$ cat src/rtl/ifetch_pkg.sv
// Shared types and constants for the instruction fetch controller.
package ifetch_pkg;

    typedef enum logic [2:0] {
        IDLE,
        REQ,
        WAIT,
        HOLD,
        KILL_REQ,
        DRAIN
    } state_t;

    localparam logic [31:0] RESET_PC = 32'h0000_3000;
    localparam logic [31:0] NOP      = 32'h0000_0000;

endpackage

$ cat src/rtl/ifetch_ctrl.sv
// Instruction fetch controller: one outstanding imem request, IR handoff
// to decode with PC stall and flush/redirect handling.
import ifetch_pkg::*;

module ifetch_ctrl (
    input  logic        clk,
    input  logic        rst,
    input  logic [31:2] pc,
    output logic        pc_stall,
    input  logic        flush,
    output logic        imem_req,
    output logic [31:2] imem_addr,
    input  logic        imem_gnt,
    input  logic        imem_rvalid,
    input  logic [31:0] imem_rdata,
    output logic        ir_valid,
    output logic [31:0] ir,
    output logic [31:2] ir_pc,
    input  logic        id_ready,
    output logic [31:0] fetch_cnt
);

    state_t      state_q;
    state_t      state_d;
    logic [31:2] addr_q;
    logic        load_addr;
    logic        capture;
    logic        deliver;

    always_comb begin
        state_d   = state_q;
        imem_req  = 1'b0;
        imem_addr = addr_q;
        load_addr = 1'b0;
        capture   = 1'b0;
        deliver   = 1'b0;
        pc_stall  = !(((state_q == HOLD) && id_ready) || flush);
        unique case (state_q)
            IDLE: begin
                imem_req  = 1'b1;
                imem_addr = pc;
                load_addr = 1'b1;
                if (flush)
                    state_d = imem_gnt ? DRAIN : KILL_REQ;
                else
                    state_d = imem_gnt ? WAIT : REQ;
            end
            REQ: begin
                imem_req = 1'b1;
                if (imem_gnt)
                    state_d = flush ? DRAIN : WAIT;
                else if (flush)
                    state_d = KILL_REQ;
            end
            WAIT: begin
                // Data arriving with a flush belongs to the old path
                if (imem_rvalid) begin
                    state_d = flush ? IDLE : HOLD;
                    capture = !flush;
                end else if (flush) begin
                    state_d = DRAIN;
                end
            end
            HOLD: begin
                if (flush) begin
                    state_d = IDLE;
                end else if (id_ready) begin
                    state_d = IDLE;
                    deliver = 1'b1;
                end
            end
            KILL_REQ: begin
                imem_req = 1'b1;
                if (imem_gnt)
                    state_d = DRAIN;
            end
            DRAIN: begin
                if (imem_rvalid)
                    state_d = IDLE;
            end
            default: state_d = IDLE;
        endcase
    end

    always_ff @(posedge clk or posedge rst) begin
        if (rst) begin
            state_q   <= IDLE;
            addr_q    <= RESET_PC[31:2];
            ir_valid  <= 1'b0;
            ir        <= NOP;
            ir_pc     <= RESET_PC[31:2];
            fetch_cnt <= 32'h0;
        end else begin
            state_q  <= state_d;
            ir_valid <= (state_d == HOLD);
            if (load_addr)
                addr_q <= pc;
            if (capture) begin
                ir    <= imem_rdata;
                ir_pc <= addr_q;
            end
            if (deliver)
                fetch_cnt <= fetch_cnt + 32'd1;
        end
    end

endmodule

$ cat config.mk
export PLATFORM = sky130hd
export DESIGN_NAME = ifetch_ctrl
export DESIGN_NICKNAME = d
export VERILOG_FILES = /design/src/rtl/ifetch_pkg.sv /design/src/rtl/ifetch_ctrl.sv
export SDC_FILE = /design/constraint.sdc
export NUM_CORES = 1
export LEC_CHECK = 0
export BUFFER_PORTS_ARGS = -buffer_cell sky130_fd_sc_hd__clkbuf_2
export CORE_MARGIN = 2
export CORE_UTILIZATION = 50
export CTS_CLUSTER_DIAMETER = 60
export DETAILED_ROUTE_END_ITERATION = 10
export HOLD_SLACK_MARGIN = 0.1
export PLACE_DENSITY_LB_ADDON = 0.2
export SLEW_MARGIN = 20
export SYNTH_ARGS = -nofsm -noshare
export SYNTH_HDL_FRONTEND = slang
export SYNTH_SLANG_ARGS = --single-unit
$ cat constraint.sdc
create_clock -name clk -period 8.41 [get_ports clk]
set_input_delay 2.523 -clock clk [delete_from_list [all_inputs] [get_ports clk]]
set_output_delay 2.523 -clock clk [all_outputs]
set_load 0.01 [all_outputs]
-- After elaboration in Yosys (flattened, before gate mapping)
Cells that the tools add are included.
- memories: 0
- bits in latches: 0
- bits in registers: 128
- bits of input ports: 68
- memory bits (writable): 0
- word-level logic and storage cells: 41
- memory bits (read-only): 0
- output and inout port bits: 127
- $add $sub $neg: 1
- reductions and logical operators: 6
- equal/unequal tests: 6
- multiplexer cells: 22
- multiply operators: 0
- bitwise logic cells: 0
- shift operators: 0
- order comparisons: 0
- div/mod/pow operators: 0
- operators by type and width (operator ; number):
    $add 32x1->32 const B ; 1
    $mux 3 ; 10
    $mux 30 ; 1
    $pmux 3 s6 ; 1
    $eq 3x2->1 const B ; 3
    $mux 1 ; 8
    $eq 3x3->1 const B ; 2
    $mux 2 ; 2
    $eq 3x1->1 const B ; 1
    $logic_not 3->1 ; 1
    $reduce_or 3->1 ; 1
    $logic_not 1->1 ; 2
    $logic_and 1x1->1 ; 1
    $logic_or 1x1->1 ; 1

-- Logic depth before layout (Yosys ltp)
Gate-level depths: netlist (run 1).
- depth after elaboration: 4
- depth in mapped cells: 7
- mapped depth without buffers: 6

-- Least setup slack after synthesis (run 1)
No wires, ideal clock.
- path kind: input to output
- from: input flush
- to: output pc_stall
- path buffers: 1
- stages: 3
- data arrival time: 2.908 ns
- data required time: 5.887 ns
- path slack: 2.979 ns
- cell sequence: buf_6 -> inv_1 -> o31a_1
- cells in the longest elaborated chain, start to end: 2
- RTL lines (what ; RTL line ; text):
    start: declaration ; ifetch_ctrl.sv:10 ; input logic flush,
    $logic_or 1x1->1 ; ifetch_ctrl.sv:37 ; pc_stall = !(((state_q == HOLD) && id_ready) || flush);
    $logic_not 1->1 ; ifetch_ctrl.sv:37 ;
    end: declaration ; ifetch_ctrl.sv:9 ; output logic pc_stall,
Every way passes these cells.

-- Final worst setup path (run 1)
- from: input id_ready
- to: output pc_stall
- cells in the longest elaborated chain, start to end: 3
- RTL lines (what ; RTL line ; text):
    start: declaration ; ifetch_ctrl.sv:19 ; input logic id_ready,
    $logic_and 1x1->1 ; ifetch_ctrl.sv:37 ;
    $logic_or 1x1->1 ; ifetch_ctrl.sv:37 ;
    $logic_not 1->1 ; ifetch_ctrl.sv:37 ;
Every way passes these cells.

==> results of run 1 <==
cell type report:
class	count	area, µm²	area share [%]
Timing Repair Buffer	198	1001	13.89
Tap cell	140	175.2	2.431
Multi-Input combinational cell	236	2206	30.62
Clock inverter	10	133.9	1.858
Sequential cell	128	3208	44.53
Inverter	4	17.52	0.2431
Clock buffer	22	462.9	6.426
Yosys cell counts (2+ instances only):
library cell	instances
dfrtp_1	124
mux2_2	124
xnor2_1	26
buf_2	14
nand2_1	13
nand4_1	13
nand3_1	12
nor2_1	6
xor2_1	6
and3_1	5
dfstp_2	4
inv_1	4
nor3_1	4
buf_6	3
a21oi_1	2
and2_1	2
and4_1	2
clkbuf_1	2
ha_1	2
through the flow:
stage / util (%) / power (mW) / hold slack, ns / std cells / cell area, µm²
6_report: 66.46 / 2.517 / 0.4729 / 738 / 7204
4_1_cts: 66.46 / 2.553 / 0.4770 / 738 / 7204
3_5_place_dp: 60.95 / 1.819 / 0.4671 / 706 / 6608
3_3_place_gp: 60.95 / 1.784 / 0.4630 / 706 / 6608
2_1_floorplan: - / 1.485 / 0.4953 / 389 / 5544
5_1_grt: 66.46 / 2.678 / 0.5012 / 738 / 7204
critical path: stages:
cell      delay [ns]
clkbuf_2        0.11
nand2_1         0.09
o31a_1          0.28
clkbuf_2        0.13
where the power goes:
part	switching, mW	leakage, nW	internal [mW]	total [mW]
Clock	0.253	0.291	0.474	0.727
Sequential	0.136	1.69	0.837	0.972
Combinational	0.372	1.76	0.447	0.818
Total	0.760	3.74	1.76	2.52
sequential cells by signal, summed over array words and instances (netlist names):
register   cells
ir_pc         30
ir            32
addr_q        30
fetch_cnt     32
state_q        3
ir_valid       1
layout by cell type, fill, tap and decap left out, types with 2 or more instances in the layout:
| cell | Yosys | layout |
|---|---|---|
| buf_4 | 0 | 4 |
| clkinv_2 | 0 | 4 |
| dfstp_2 | 4 | 4 |
| clkbuf_2 | 1 | 194 |
| and2_1 | 2 | 2 |
| ha_1 | 2 | 2 |
| inv_1 | 4 | 3 |
| xnor2_1 | 26 | 26 |
| clkbuf_8 | 0 | 4 |
| nand2_1 | 13 | 13 |
| mux2_2 | 124 | 124 |
| nor3_1 | 4 | 3 |
| nor2_1 | 6 | 6 |
| nand3_1 | 12 | 12 |
| xor2_1 | 6 | 6 |
| and4_1 | 2 | 2 |
| bufinv_16 | 0 | 3 |
| a21oi_1 | 2 | 2 |
| clkbuf_1 | 2 | 2 |
| and3_1 | 5 | 5 |
| nand4_1 | 13 | 13 |
| clkbuf_16 | 0 | 16 |
| dfrtp_1 | 124 | 124 |
| clkinvlp_4 | 0 | 2 |
worst max-delay path by stage:
stage               depth (start not counted)     start          to  slack [ns]
floorplan                                   1       rst  addr_q[10]        2.48
CTS                                         4  id_ready    pc_stall        2.75
finish                                      4  id_ready    pc_stall        2.76
global route                                4  id_ready    pc_stall        2.70
detailed placement                          4  id_ready    pc_stall        2.75
global placement                            4  id_ready    pc_stall        2.77
kinds of logic (layout without fill, tap and decap cells):
group	count (synthesis)	in the layout
AO/OA/AOI/OAI	9	9
XOR/XNOR	32	32
adder cells (fa/ha/maj)	2	2
buffers and inverters	25	234
flip-flops	128	128
multiplexers	125	125
AND/OR/NAND/NOR	68	68
layer usage:
layer	vias up	track usage, %	wire, µm
li1	1786	-	-
met1	1842	23.08	4756
met2	151	31.01	5439
met3	17	7.410	1026
met4	0	6.148	183
met5	-	0	0
==> metrics.md, run 1 <==
| Metric | Value |
|---|---|
| Status | complete, no violations |
| Setup CP Type | primary input to output pin |
| Final Max Tran Viols | 0 |
| DRC | 0 |
| Total gr overflow | 0 |
| Max Cap Viol | 0 |
| Setup Skew | 0.006239 ns |
| CP max FO | 4 |
| Xor/xnor share of the synthesized area | 5.055% |
| Vias per cell | 5.144 |
| Share of the synthesized area in the top cell type | 55.97% |
| Die area | 11950 µm² |
| Drt pass-1 iters | 4 |
| Synth Area in Adders | 0.4514% |
| Yosys Warn Count | 0 |
| Least-Margin Pin Slew | 0.8382 ns |
| Slew headroom | 44.12% |
| EDFF count, synth | 0 |
| HP Class | register to register |
| Die Y | 109.3 µm |
| Final Hold Violating Endpoints | 0 |
| Top-level I/O count | 195 |
| Static leakage | 3.742 nW |
| RR Endpoint | addr_q[3] |
| Post-route ant nets | 0 |
| RSZ-0062 raised after global routing | false |
| Number of synthesized register bits | 128 |
| Sequential area share after synthesis | 57.87% |
| Setup slack after layout | 2.758 ns |
| Layout filler cell count | 822 |
| Clk pin slew, worst setup/hold paths | 0.06 ns |
| Syn_nets | 459 |
| Mux share of post-synthesis cell area | 25.37% |
| FF-to-FF path depth | 3 |
| Port bufs | 194 |
| Vias in the first global route | 3557 |
| CP Launch Type | primary input |
| Synthesized area | 5544 µm² |
| Initial Util | 51.14% |
| Hold path cells | 1 |
| Pre-CTS WS | 2.754 ns |
| Ratio of final minimum period to clock period | 67.20% |
| Synth Flop Type | dfrtp_1 |
| Hold_sp | fetch_cnt[31] |
| Dpl hpwl | 8100 µm |
| Total negative setup slack | 0 ns |
| Peak VDD IR | 0.2281 mV |
| Main combinational cell family by area after synthesis | multiplexers |
| Proportion of layout cells with a drive suffix above 1 | 60.87% |
| Row cnt | 38 |
| Worst reg-to-reg setup slack | 6.08 ns |
| Die width | 109.3 µm |
| Setup Viol. Count Final | 0 |
| TritonCTS clock tree | done |
| Core Area | 10840 µm² |
| Cell variety after synth | 40 |
| Initial DRC Count | 192 |
| Simple-gate share of the synthesized area | 7.583% |
| Final nets | 655 |
| Synth Instances | 389 |
| Area leader, netlist | dfrtp_1 |
| Total setup buffers inserted after CTS | 0 |
| Worst Path Arrival | 3.13 ns |
| First-pass GRT wire length | 17310 µm |
| GPL Wtd Cong | 0.8192 |
| Clk root buf | clkbuf_8 |
| FF-to-FF Start | state_q[2] |
| Synth top area cells | dfrtp_1, mux2_2, xnor2_1 |
| Clock Tree Buf Depth | 2 |
| Hold-fix buffers at CTS | 0 |
| Power per cell area | 349.4 nW/µm² |
| Final Critical Period | 5.652 ns |
| Routed WL | 11410 µm |
| Fmax | 0.1769 GHz |
| FFs w/ async S/R, synth | 100.0% |
| Wirelength per Cell | 15.45 µm |
| Initial antenna violation count | 0 |
| Largest net degree at the start of global routing | 70 |
| Clock sink count | 128 |
| Antenna Cells | 0 |
| H-tree depth | 4 |
| Area growth, synth to finish | 29.95% |
| WP data required | 5.89 ns |
| Post_cts resized | 0 |
| Syn Area/Cell | 14.25 µm² |
| Gr usage total | 18.93% |
| Hold EP | fetch_cnt[31] |
| Routed vias | 3796 |
| Cts bufs inserted | 17 |
| Clock latency on the worst-skew pair | 0.50 ns |
| Synth Area in Compound Gates | 1.241% |
| CP Capture Type | output pin |
Note: power is estimated with default switching activity, not from simulation.
==> run 2, diff against run 1 <==
ABC_AREA = 1   (was not set)
clock period = 5.6 ns   (was 8.41 ns; I/O delays follow)
==> metrics.md, run 2 <==
| Metric | Value |
|---|---|
| Status | complete, no violations |
| Total negative setup slack | 0 ns |
| Dpl hpwl | 9484 µm |
| Synth Area in Adders | 0.4170% |
| Layout Cells excl Fill | 960 |
| Final core occ | 64.32% |
| Synth top area cells | dfrtp_1, mux2_4, nand2_1 |
| Vias per cell | 5.006 |
| Proportion of layout cells with a drive suffix above 1 | 37.76% |
| Least-Margin Pin Slew | 0.7080 ns |
| Post_cts resized | 0 |
| Placed cells | 928 |
| WP data required | 3.92 ns |
| Area leader, netlist | dfrtp_1 |
| Post-synth top cells | nand2_1, dfrtp_1, inv_1 |
| Main combinational cell family by area after synthesis | simple AND/OR/NAND/NOR gates |
| Final Hold Violating Endpoints | 0 |
| Antenna Cells | 0 |
| Top-level I/O count | 195 |
| Post-route ant nets | 0 |
| Total setup buffers inserted after CTS | 0 |
| Static leakage | 4.319 nW |
| Ratio of final minimum period to clock period | 76.00% |
| Mux share of post-synthesis cell area | 13.51% |
| Core Area | 11860 µm² |
| HP Class | register to register |
| Routed WL | 13640 µm |
| H-tree depth | 4 |
| Routed vias | 4806 |
| Die Y | 113.6 µm |
| RSZ-0062 raised after global routing | false |
| Clock sink count | 128 |
| Total gr overflow | 0 |
| Cts bufs inserted | 17 |
| CP max FO | 47 |
| Clk pin slew, worst setup/hold paths | 0.05 ns |
| Top flop regs | fetch_cnt: 32 flops, ir: 32 flops |
| Placed cell area | 7029 µm² |
| Drt pass-1 iters | 5 |
| Design Area, Final | 7630 µm² |
| Slew headroom | 52.73% |
| Clock Tree Buf Depth | 2 |
| Clk root buf | clkbuf_16 |
| CP Launch Type | register |
| Initial antenna violation count | 0 |
| Max Cap Viol | 0 |
| Worst Path Arrival | 2.58 ns |
| Initial Util | 50.59% |
| Peak VDD IR | 0.3385 mV |
| Row cnt | 40 |
| Count leader, synth | nand2_1 |
| Setup CP Type | register to output pin |
| Port bufs | 194 |
| Setup Skew | 0.004633 ns |
| Setup slack after layout | 1.344 ns |
| First-pass GRT wire length | 22800 µm |
| Most frequent cells in the layout | clkbuf_2, nand2_1, dfrtp_1 |
| Synth Area in Compound Gates | 3.023% |
| Final nets | 870 |
| Final Critical Period | 4.256 ns |
| Final Max Tran Viols | 0 |
| GPL Wtd Cong | 0.8553 |
| Gr usage total | 22.41% |
| Die width | 113.6 µm |
| Area growth, synth to finish | 27.15% |
| Clock latency on the worst-skew pair | 0.42 ns |
| FFs w/ async S/R, synth | 100.0% |
| Die area | 12890 µm² |
| Layout filler cell count | 991 |
| EDFF count, synth | 0 |
| Setup Viol. Count Final | 0 |
| Number of synthesized register bits | 128 |
| Syn Area/Cell | 9.952 µm² |
| TritonCTS clock tree | done |
| Fmax | 0.2350 GHz |
| Share of the synthesized area in the top cell type | 51.71% |
| Most common cell after layout, fill and taps aside | clkbuf_2 |
| Power per cell area | 506.8 nW/µm² |
| CP Capture Type | output pin |
| DRC | 0 |
| Cell variety after synth | 29 |
| Synth Instances | 603 |
| Simple-gate share of the synthesized area | 20.83% |
| Hold-fix buffers at CTS | 0 |
| Vias in the first global route | 4737 |
| Wirelength per Cell | 14.21 µm |
| Synth Flop Type | dfrtp_1 |
| Pre-CTS WS | 1.748 ns |
| Synthesized area | 6001 µm² |
| Largest net degree at the start of global routing | 71 |
| Initial DRC Count | 308 |
| Xor/xnor share of the synthesized area | 2.606% |
| Sequential area share after synthesis | 53.46% |
| Yosys Warn Count | 0 |
| Syn_nets | 673 |
[run 2: changes by cell type in the layout (fill, tap and decap cells not counted), sizes merged, moves of 6 or more]
| cell | before | now |
|---|---|---|
| nand2 | 13 | 192 |
| clkbuf | 216 | 222 |
| mux2 | 124 | 54 |
| xnor2 | 26 | 11 |
| o21ai | 0 | 31 |
| nor2 | 6 | 50 |
| inv | 5 | 60 |
| nand3 | 12 | 24 |
[run 2: worst paths after layout]
check,from,end,slack [ns],cells past startpoint
worst max-delay path,state_q[0],imem_addr[28],1.34,6
worst min-delay path,ir_pc[28],ir_pc[28],0.49,2
min in group asynchronous,rst,fetch_cnt[9],1.35,2
worst max register to register,state_q[0],ir_valid,3.35,7
worst min register to register,ir_pc[28],ir_pc[28],0.49,2
max in group asynchronous,rst,ir_pc[12],3.24,3
[run 2: metal layers]
metal	share of wire (%)	up-vias	GRT usage, %
li1	-	2313	-
met1	43	2291	28.04
met2	48	170	36.21
met3	5.9	32	6.536
met4	2.5	0	10.24
met5	0	-	0
[run 2: logic make-up (layout without fill, tap and decap cells)]
logic type | Yosys count | count (layout)
xor+xnor | 17 | 17
flops | 128 | 128
fa+ha+maj | 2 | 2
simple gates | 288 | 288
buf+inv | 78 | 288
compound gates | 36 | 36
mux | 54 | 54
[run 2: per-stage QoR]
stage	total power, mW	hold slack, ns
6_report	3.867	0.4852
5_1_grt	4.113	0.5122
4_1_cts	3.904	0.4864
3_5_place_dp	2.790	0.4729
3_3_place_gp	2.749	0.4696
2_1_floorplan	2.282	0.4676
[run 2: final cells by class]
cell class | instances | area (µm²) | area share, %
Tap cell | 147 | 183.9 | 2.411
Clock inverter | 4 | 45.04 | 0.5904
Timing Repair Buffer | 196 | 985.9 | 12.92
Multi-Input combinational cell | 397 | 2432 | 31.88
Sequential cell | 128 | 3208 | 42.05
Clock buffer | 28 | 546.8 | 7.166
Inverter | 60 | 227.7 | 2.985
[run 2: where the power goes]
group / total [mW] / internal, mW / switching [mW]
clock network: 1.09 / 0.703 / 0.384
logic: 1.33 / 0.599 / 0.730
registers: 1.45 / 1.25 / 0.203
[run 2: worst max-delay path, cell delays in order, from the launching register on]
cell      delay [ns]
dfrtp_1         0.49
nor2_1          0.21
nand2_2         0.34
inv_2           0.66
nand2_1         0.15
o21ai_0         0.12
clkbuf_2        0.16
